File: config.mk
export PLATFORM = sky130hd
export DESIGN_NAME = mult_div_unit
export DESIGN_NICKNAME = d
export VERILOG_FILES = /design/src/rtl/mult_div_unit.sv
export SDC_FILE = /design/constraint.sdc
export NUM_CORES = 1
export LEC_CHECK = 0
export ABC_AREA = 1
export CELL_PAD_IN_SITES_DETAIL_PLACEMENT = 2
export CELL_PAD_IN_SITES_GLOBAL_PLACEMENT = 2
export CORE_UTILIZATION = 28
export CTS_BUF_LIST = sky130_fd_sc_hd__clkbuf_2 sky130_fd_sc_hd__clkbuf_4 sky130_fd_sc_hd__clkbuf_8
export DETAILED_ROUTE_END_ITERATION = 12
export PLACE_DENSITY = 0.78
export SKIP_CTS_REPAIR_TIMING = 1
export SYNTH_ARGS = -nofsm -noshare
export SYNTH_HDL_FRONTEND = slang
export SYNTH_SLANG_ARGS = --single-unit
File: constraint.sdc
create_clock -name Clk -period 2.3 [get_ports Clk]
set_input_delay 0.46 -clock Clk [delete_from_list [all_inputs] [get_ports Clk]]
set_output_delay 0.46 -clock Clk [all_outputs]
set_load 0.05 [all_outputs]
File: src/rtl/mult_div_unit.sv
// Iterative radix-2 multiply/divide engine with architectural HI/LO registers.
// Optional MDU_ZERO_BYPASS_EN skips the iterations for trivially-zero results.
module mult_div_unit #(
  parameter int WIDTH = 32
) (
  input  logic             Clk,
  input  logic             Reset,
  input  logic             Start,
  input  logic [1:0]       Op,
  input  logic [WIDTH-1:0] A,
  input  logic [WIDTH-1:0] B,
  input  logic             HiWrite,
  input  logic             LoWrite,
  input  logic [WIDTH-1:0] WData,
  output logic             Busy,
  output logic             Done,
  output logic             DivZero,
  output logic [WIDTH-1:0] Hi,
  output logic [WIDTH-1:0] Lo
);

  // state | meaning
  // IDLE  | accepts Start / HiWrite / LoWrite; Done pulses here
  // RUN   | one radix-2 step per cycle while cnt != 0; cnt == 0 moves to FIX
  // FIX   | sign correction, Hi/Lo written, Done raised on exit
  typedef enum logic [1:0] {S_IDLE, S_RUN, S_FIX} state_t;

  localparam int CW = $clog2(WIDTH + 1);

  state_t           state_q;
  logic [CW-1:0]    cnt_q;
  logic [WIDTH-1:0] acc_q, mq_q, opnd_q, hi_q, lo_q;
  logic             is_div_q, neg_p_q, neg_r_q, raw_q, dz_q;
  logic             busy_q, done_q, divzero_q;

  logic             a_neg, b_neg, div_zero, zero_skip;
  logic [WIDTH-1:0] a_mag, b_mag;
  logic [WIDTH:0]   mul_sum, rem_sh;
  logic [WIDTH-1:0] rem_sub;
  logic             div_ge;
  logic [2*WIDTH-1:0] prod, prod_fix;
  logic [WIDTH-1:0] fix_hi_d, fix_lo_d;

  assign a_neg    = ~Op[0] & A[WIDTH-1];
  assign b_neg    = ~Op[0] & B[WIDTH-1];
  assign a_mag    = a_neg ? -A : A;
  assign b_mag    = b_neg ? -B : B;
  assign div_zero = Op[1] & (B == '0);

`ifdef MDU_ZERO_BYPASS_EN
  assign zero_skip = Op[1] ? ((A == '0) && (B != '0)) : ((A == '0) || (B == '0));
`else
  assign zero_skip = 1'b0;
`endif

  // Multiply: acc:mq shifts right with the partial sum; divide: acc:mq shifts left.
  assign mul_sum = {1'b0, acc_q} + (mq_q[0] ? {1'b0, opnd_q} : '0);
  assign rem_sh  = {acc_q, mq_q[WIDTH-1]};
  assign div_ge  = (rem_sh >= {1'b0, opnd_q});
  assign rem_sub = rem_sh[WIDTH-1:0] - opnd_q;

  assign prod     = {acc_q, mq_q};
  assign prod_fix = neg_p_q ? -prod : prod;

  always_comb begin
    fix_hi_d = prod_fix[2*WIDTH-1:WIDTH];
    fix_lo_d = prod_fix[WIDTH-1:0];
    if (raw_q) begin
      fix_hi_d = acc_q;
      fix_lo_d = mq_q;
    end else if (is_div_q) begin
      fix_hi_d = neg_r_q ? -acc_q : acc_q;
      fix_lo_d = neg_p_q ? -mq_q : mq_q;
    end
  end

  always_ff @(posedge Clk) begin
    if (!Reset) begin
      state_q   <= S_IDLE;
      cnt_q     <= '0;
      acc_q     <= '0;
      mq_q      <= '0;
      opnd_q    <= '0;
      hi_q      <= '0;
      lo_q      <= '0;
      is_div_q  <= 1'b0;
      neg_p_q   <= 1'b0;
      neg_r_q   <= 1'b0;
      raw_q     <= 1'b0;
      dz_q      <= 1'b0;
      busy_q    <= 1'b0;
      done_q    <= 1'b0;
      divzero_q <= 1'b0;
    end else begin
      done_q <= 1'b0;
      busy_q <= (state_q == S_RUN);
      case (state_q)
        S_IDLE: begin
          if (Start) begin
            state_q   <= S_RUN;
            divzero_q <= 1'b0;
            is_div_q  <= Op[1];
            neg_p_q   <= a_neg ^ b_neg;
            neg_r_q   <= a_neg;
            opnd_q    <= Op[1] ? b_mag : a_mag;
            // Short ops enter RUN with cnt == 0 so they still take a FIX cycle.
            if (div_zero) begin
              raw_q <= 1'b1;
              dz_q  <= 1'b1;
              acc_q <= A;
              mq_q  <= '1;
              cnt_q <= '0;
            end else if (zero_skip) begin
              raw_q <= 1'b1;
              dz_q  <= 1'b0;
              acc_q <= '0;
              mq_q  <= '0;
              cnt_q <= '0;
            end else begin
              raw_q <= 1'b0;
              dz_q  <= 1'b0;
              acc_q <= '0;
              mq_q  <= Op[1] ? a_mag : b_mag;
              cnt_q <= CW'(WIDTH);
            end
          end else begin
            if (HiWrite) hi_q <= WData;
            if (LoWrite) lo_q <= WData;
          end
        end
        S_RUN: begin
          if (cnt_q == '0) begin
            state_q <= S_FIX;
          end else begin
            cnt_q <= cnt_q - CW'(1);
            if (is_div_q) begin
              acc_q <= div_ge ? rem_sub : rem_sh[WIDTH-1:0];
              mq_q  <= {mq_q[WIDTH-2:0], div_ge};
            end else begin
              acc_q <= mul_sum[WIDTH:1];
              mq_q  <= {mul_sum[0], mq_q[WIDTH-1:1]};
            end
          end
        end
        S_FIX: begin
          hi_q      <= fix_hi_d;
          lo_q      <= fix_lo_d;
          divzero_q <= dz_q;
          done_q    <= 1'b1;
          state_q   <= S_IDLE;
        end
        default: state_q <= S_IDLE;
      endcase
    end
  end

  assign Busy    = busy_q;
  assign Done    = done_q;
  assign DivZero = divzero_q;
  assign Hi      = hi_q;
  assign Lo      = lo_q;

endmodule

==> results.sh, run 1 <==
export IMPL_synth_top_flop_cell="dfxtp_1"
export IMPL_p_leak_nw=13.6
export IMPL_fin_cells=4843
export IMPL_nets=4154
export IMPL_ys_seq_area_frac=0.194
export IMPL_overflow=0
export IMPL_vias=29500
export IMPL_dpl_cell_count=4747
export IMPL_grt_max_degree=112
export IMPL_coreArea_um2=63400
export IMPL_synth_edff_count=0
export IMPL_rr_worst_depth=16
export IMPL_grt_usage=0.375
export IMPL_drc=0
export IMPL_startpoint_type="flip-flop"
export IMPL_fmax_mhz=323
export IMPL_syn_nets=3388
export IMPL_powerDensity_nw_per_um2=866
export IMPL_placement_rows=92
export IMPL_synth_cell_types=63
export IMPL_htree_num_levels=4
export IMPL_synth_top_area_cell="nand2_1"
export IMPL_gp_congestion=1.02
export IMPL_synth_common_cells="1020 x nand2_1, 398 x inv_1, 306 x nand3_1"
export IMPL_period_share=1.35
export IMPL_drtIter0Drc=3348
export IMPL_fin_setup_tns_ns=-27.91
export IMPL_synth_most_common_cell="nand2_1"
export IMPL_die_area_um2=65600
export IMPL_min_from="Reset"
export IMPL_fp_dieW_um=256
export IMPL_ios=170
export IMPL_required_ns=2.88
export IMPL_worst_hold_slack_ns=0.353
export IMPL_synthCells=3213
export IMPL_start_util=0.285
export IMPL_wl_um=164000
export IMPL_period_needed_ns=3.10
export IMPL_rr_endpoint="acc_q[28]"
export IMPL_synth_area_leaders="nand2_1 21%, dfxtp_1 19%, nand3_1 8.5%, inv_1 8.3%, o21ai_0 6.6%"
export IMPL_syn2layout_area_growth_pct=60.3
export IMPL_slew_viol_final=0
export IMPL_routed_via_density=6.10
export IMPL_power_share_clock=0.107
export IMPL_grt_pass1_vias=29100
export IMPL_io_buffers=169
export IMPL_crit_reg2reg_launch="mq_q[0]"
export IMPL_p_total_mw=25.1
export IMPL_avgRoutedWirePerCell_um=33.9
export IMPL_seq_power_share=0.164
export IMPL_cts_tree="done"
export IMPL_die_height_um=256
export IMPL_root_buffer="clkbuf_8"
export IMPL_rrSetupSlack_ns=-0.80
export IMPL_cts_max_path_buffers=2
export IMPL_stdcell_area_um2=29000
export IMPL_syn_avg_cell_area_um2=5.63
export IMPL_intPower_mw=10.9
export IMPL_place_ws_ns=-1.08
export IMPL_critPathMaxStageDelay_ns=0.43
export IMPL_finalSetupViolations=109
export IMPL_antenna_found_initial=6
export IMPL_hold_viol=0
export IMPL_dp_hpwl_um=106000
export IMPL_drive_gt1_frac=0.335
export IMPL_crit_chain="buf_12, buf_12, nand2_1, inv_1, ha_4, a21oi_2, o21ai_0, a21oi_1, nor2_1, nor2_1, nand2_1, nand2_1, nand3_2, nand3_1, nand2_1, nand2_1"
export IMPL_worstHoldPathType="input port to flip-flop"
export IMPL_syn_cell_area_um2=18100
export IMPL_crit_arrival_ns=3.67
export IMPL_cp_common_cell="nand2_1"
export IMPL_ys_warn_count=0
export IMPL_insertion_delay_ns=0.63
export IMPL_cts_num_sinks=175
export IMPL_outcome="complete, but fails checks"
export IMPL_drt_pass1_iterations=5
export IMPL_maxSlewHeadroom=0.437
export IMPL_setup_ws_ns=-0.797
export IMPL_critPathKind="flip-flop to flip-flop"
export IMPL_skew_ns=0.0362
export IMPL_ant_nets=0
export IMPL_placed_area_um2=25400
export IMPL_cp_max_fo=10
export IMPL_grt_pass1_wl_um=186000
export IMPL_clk_pin_slew_worst_paths_ns=0.14
export IMPL_synth_top_area_frac=0.212
export IMPL_holdPathEnd="opnd_q[3]"
export IMPL_async_flop_share=0
export IMPL_rsz0062_at_grt="true"
export IMPL_peakVddDrop_mv=0.533
export IMPL_cts_buffers_inserted=17
export IMPL_slowest_stage="dfxtp_4"
export IMPL_tightest_slew_ns=0.843
export IMPL_netSwitchingPower_mw=14.2
export IMPL_worstSetupEndpointType="flip-flop"
export IMPL_maxCapViolations=0
export IMPL_violations="setup timing"
export IMPL_switching_share=0.567
export IMPL_synth_seq_cells=175
export IMPL_p_comb_frac=0.728
export IMPL_whs_path_depth=3
export IMPL_finish_utilization=0.457
==> cells by family (layout without fill, tap and decap cells) <==
family | after synthesis | count (layout) | share of synthesized area
other | 0 | 5 | 0
XOR/XNOR | 91 | 91 | 0.0441
buffers and inverters | 532 | 1311 | 0.116
AND/OR/NAND/NOR | 1768 | 1768 | 0.420
AO/OA/AOI/OAI | 575 | 575 | 0.175
flip-flops | 175 | 175 | 0.194
adder cells (fa/ha/maj) | 72 | 72 | 0.0506
==> power by group through the flow <==
stage	clock network (mW)	registers, mW	logic (mW)
4_1_cts	2.53	3.91	14.3
2_1_floorplan	0	4.33	6.44
5_1_grt	2.75	4.13	18.6
6_report	2.69	4.13	18.3
3_3_place_gp	0	3.92	13.2
3_5_place_dp	0	3.97	14.1
==> placed cells by master, fill, tap and decap left out, types with 16 or more instances in the layout <==
master	instances
a21oi_1	145
a21oi_2	52
a31oi_1	20
buf_12	25
buf_4	655
buf_6	18
clkbuf_8	17
clkdlybuf4s50_1	163
dfxtp_1	137
dfxtp_2	22
dfxtp_4	16
ha_4	57
inv_1	340
inv_2	60
nand2_1	888
nand2_2	114
nand2_4	29
nand3_1	249
nand3_2	58
nand4_1	42
nor2_1	196
nor2_2	49
nor2_4	33
nor3_1	39
o211ai_1	22
o21ai_0	202
o21ai_1	46
o21ai_2	20
xnor2_1	17
xor2_1	64
==> worst max-delay path: cells and delay by family (launching register included) <==
family | cells | cell delay [ns]
simple gates | 9 | 1.10
compound gates | 3 | 0.68
buf+inv | 3 | 0.53
flops | 1 | 0.43
fa+ha+maj | 1 | 0.28
==> routing by layer <==
metal	routed length (um)	global-route usage	vias to the layer above
met5	76	0	-
met4	14700	0.231	6
met3	15300	0.0559	804
met2	72700	0.609	2123
met1	61400	0.466	14600
li1	-	-	12000
==> layout make-up <==
cell class / count / area [um2]
timing repair buffer: 868 / 7350
fill: 7607 / 34400
multi-input combinational: 2506 / 14900
clock buffer: 17 / 234
sequential: 175 / 3590
inverter: 411 / 1590
antenna: 5 / 12.5
clock inverter: 15 / 205
tap: 846 / 1060
==> sequential cells by signal, summed over array words and instances (netlist names) <==
signal,count
neg_r_q,1
opnd_q,32
DivZero,1
Done,1
Busy,1
Hi,32
acc_q,32
mq_q,32
state_q,2
neg_p_q,1
is_div_q,1
dz_q,1
Lo,32
cnt_q,6
==> how the worst max path moves through the flow <==
| stage | from | end | cells past startpoint | slack [ns] |
|---|---|---|---|---|
| global placement | B[0] | acc_q[27] | 13 | -0.87 |
| floorplan | mq_q[0] | acc_q[24] | 17 | 0.03 |
| finish | mq_q[0] | acc_q[28] | 16 | -0.80 |
| global route | mq_q[0] | acc_q[28] | 15 | -0.80 |
| CTS | opnd_q[16] | acc_q[3] | 14 | -0.79 |
| detailed placement | B[0] | acc_q[27] | 13 | -1.08 |
No activity file was read; power rests on OpenSTA's default activity.
==> inputs of run 2 (changes only) <==
--- a/config.mk
+++ b/config.mk
@@ -10,6 +10,7 @@
 export CELL_PAD_IN_SITES_GLOBAL_PLACEMENT = 2
 export CORE_UTILIZATION = 28
 export CTS_BUF_LIST = sky130_fd_sc_hd__clkbuf_2 sky130_fd_sc_hd__clkbuf_4 sky130_fd_sc_hd__clkbuf_8
+export CTS_CLUSTER_SIZE = 10
 export DETAILED_ROUTE_END_ITERATION = 12
 export PLACE_DENSITY = 0.78
 export SKIP_CTS_REPAIR_TIMING = 1
==> results of run 2 <==
The final DEF is identical to that of run 1; final timing and power are the same.
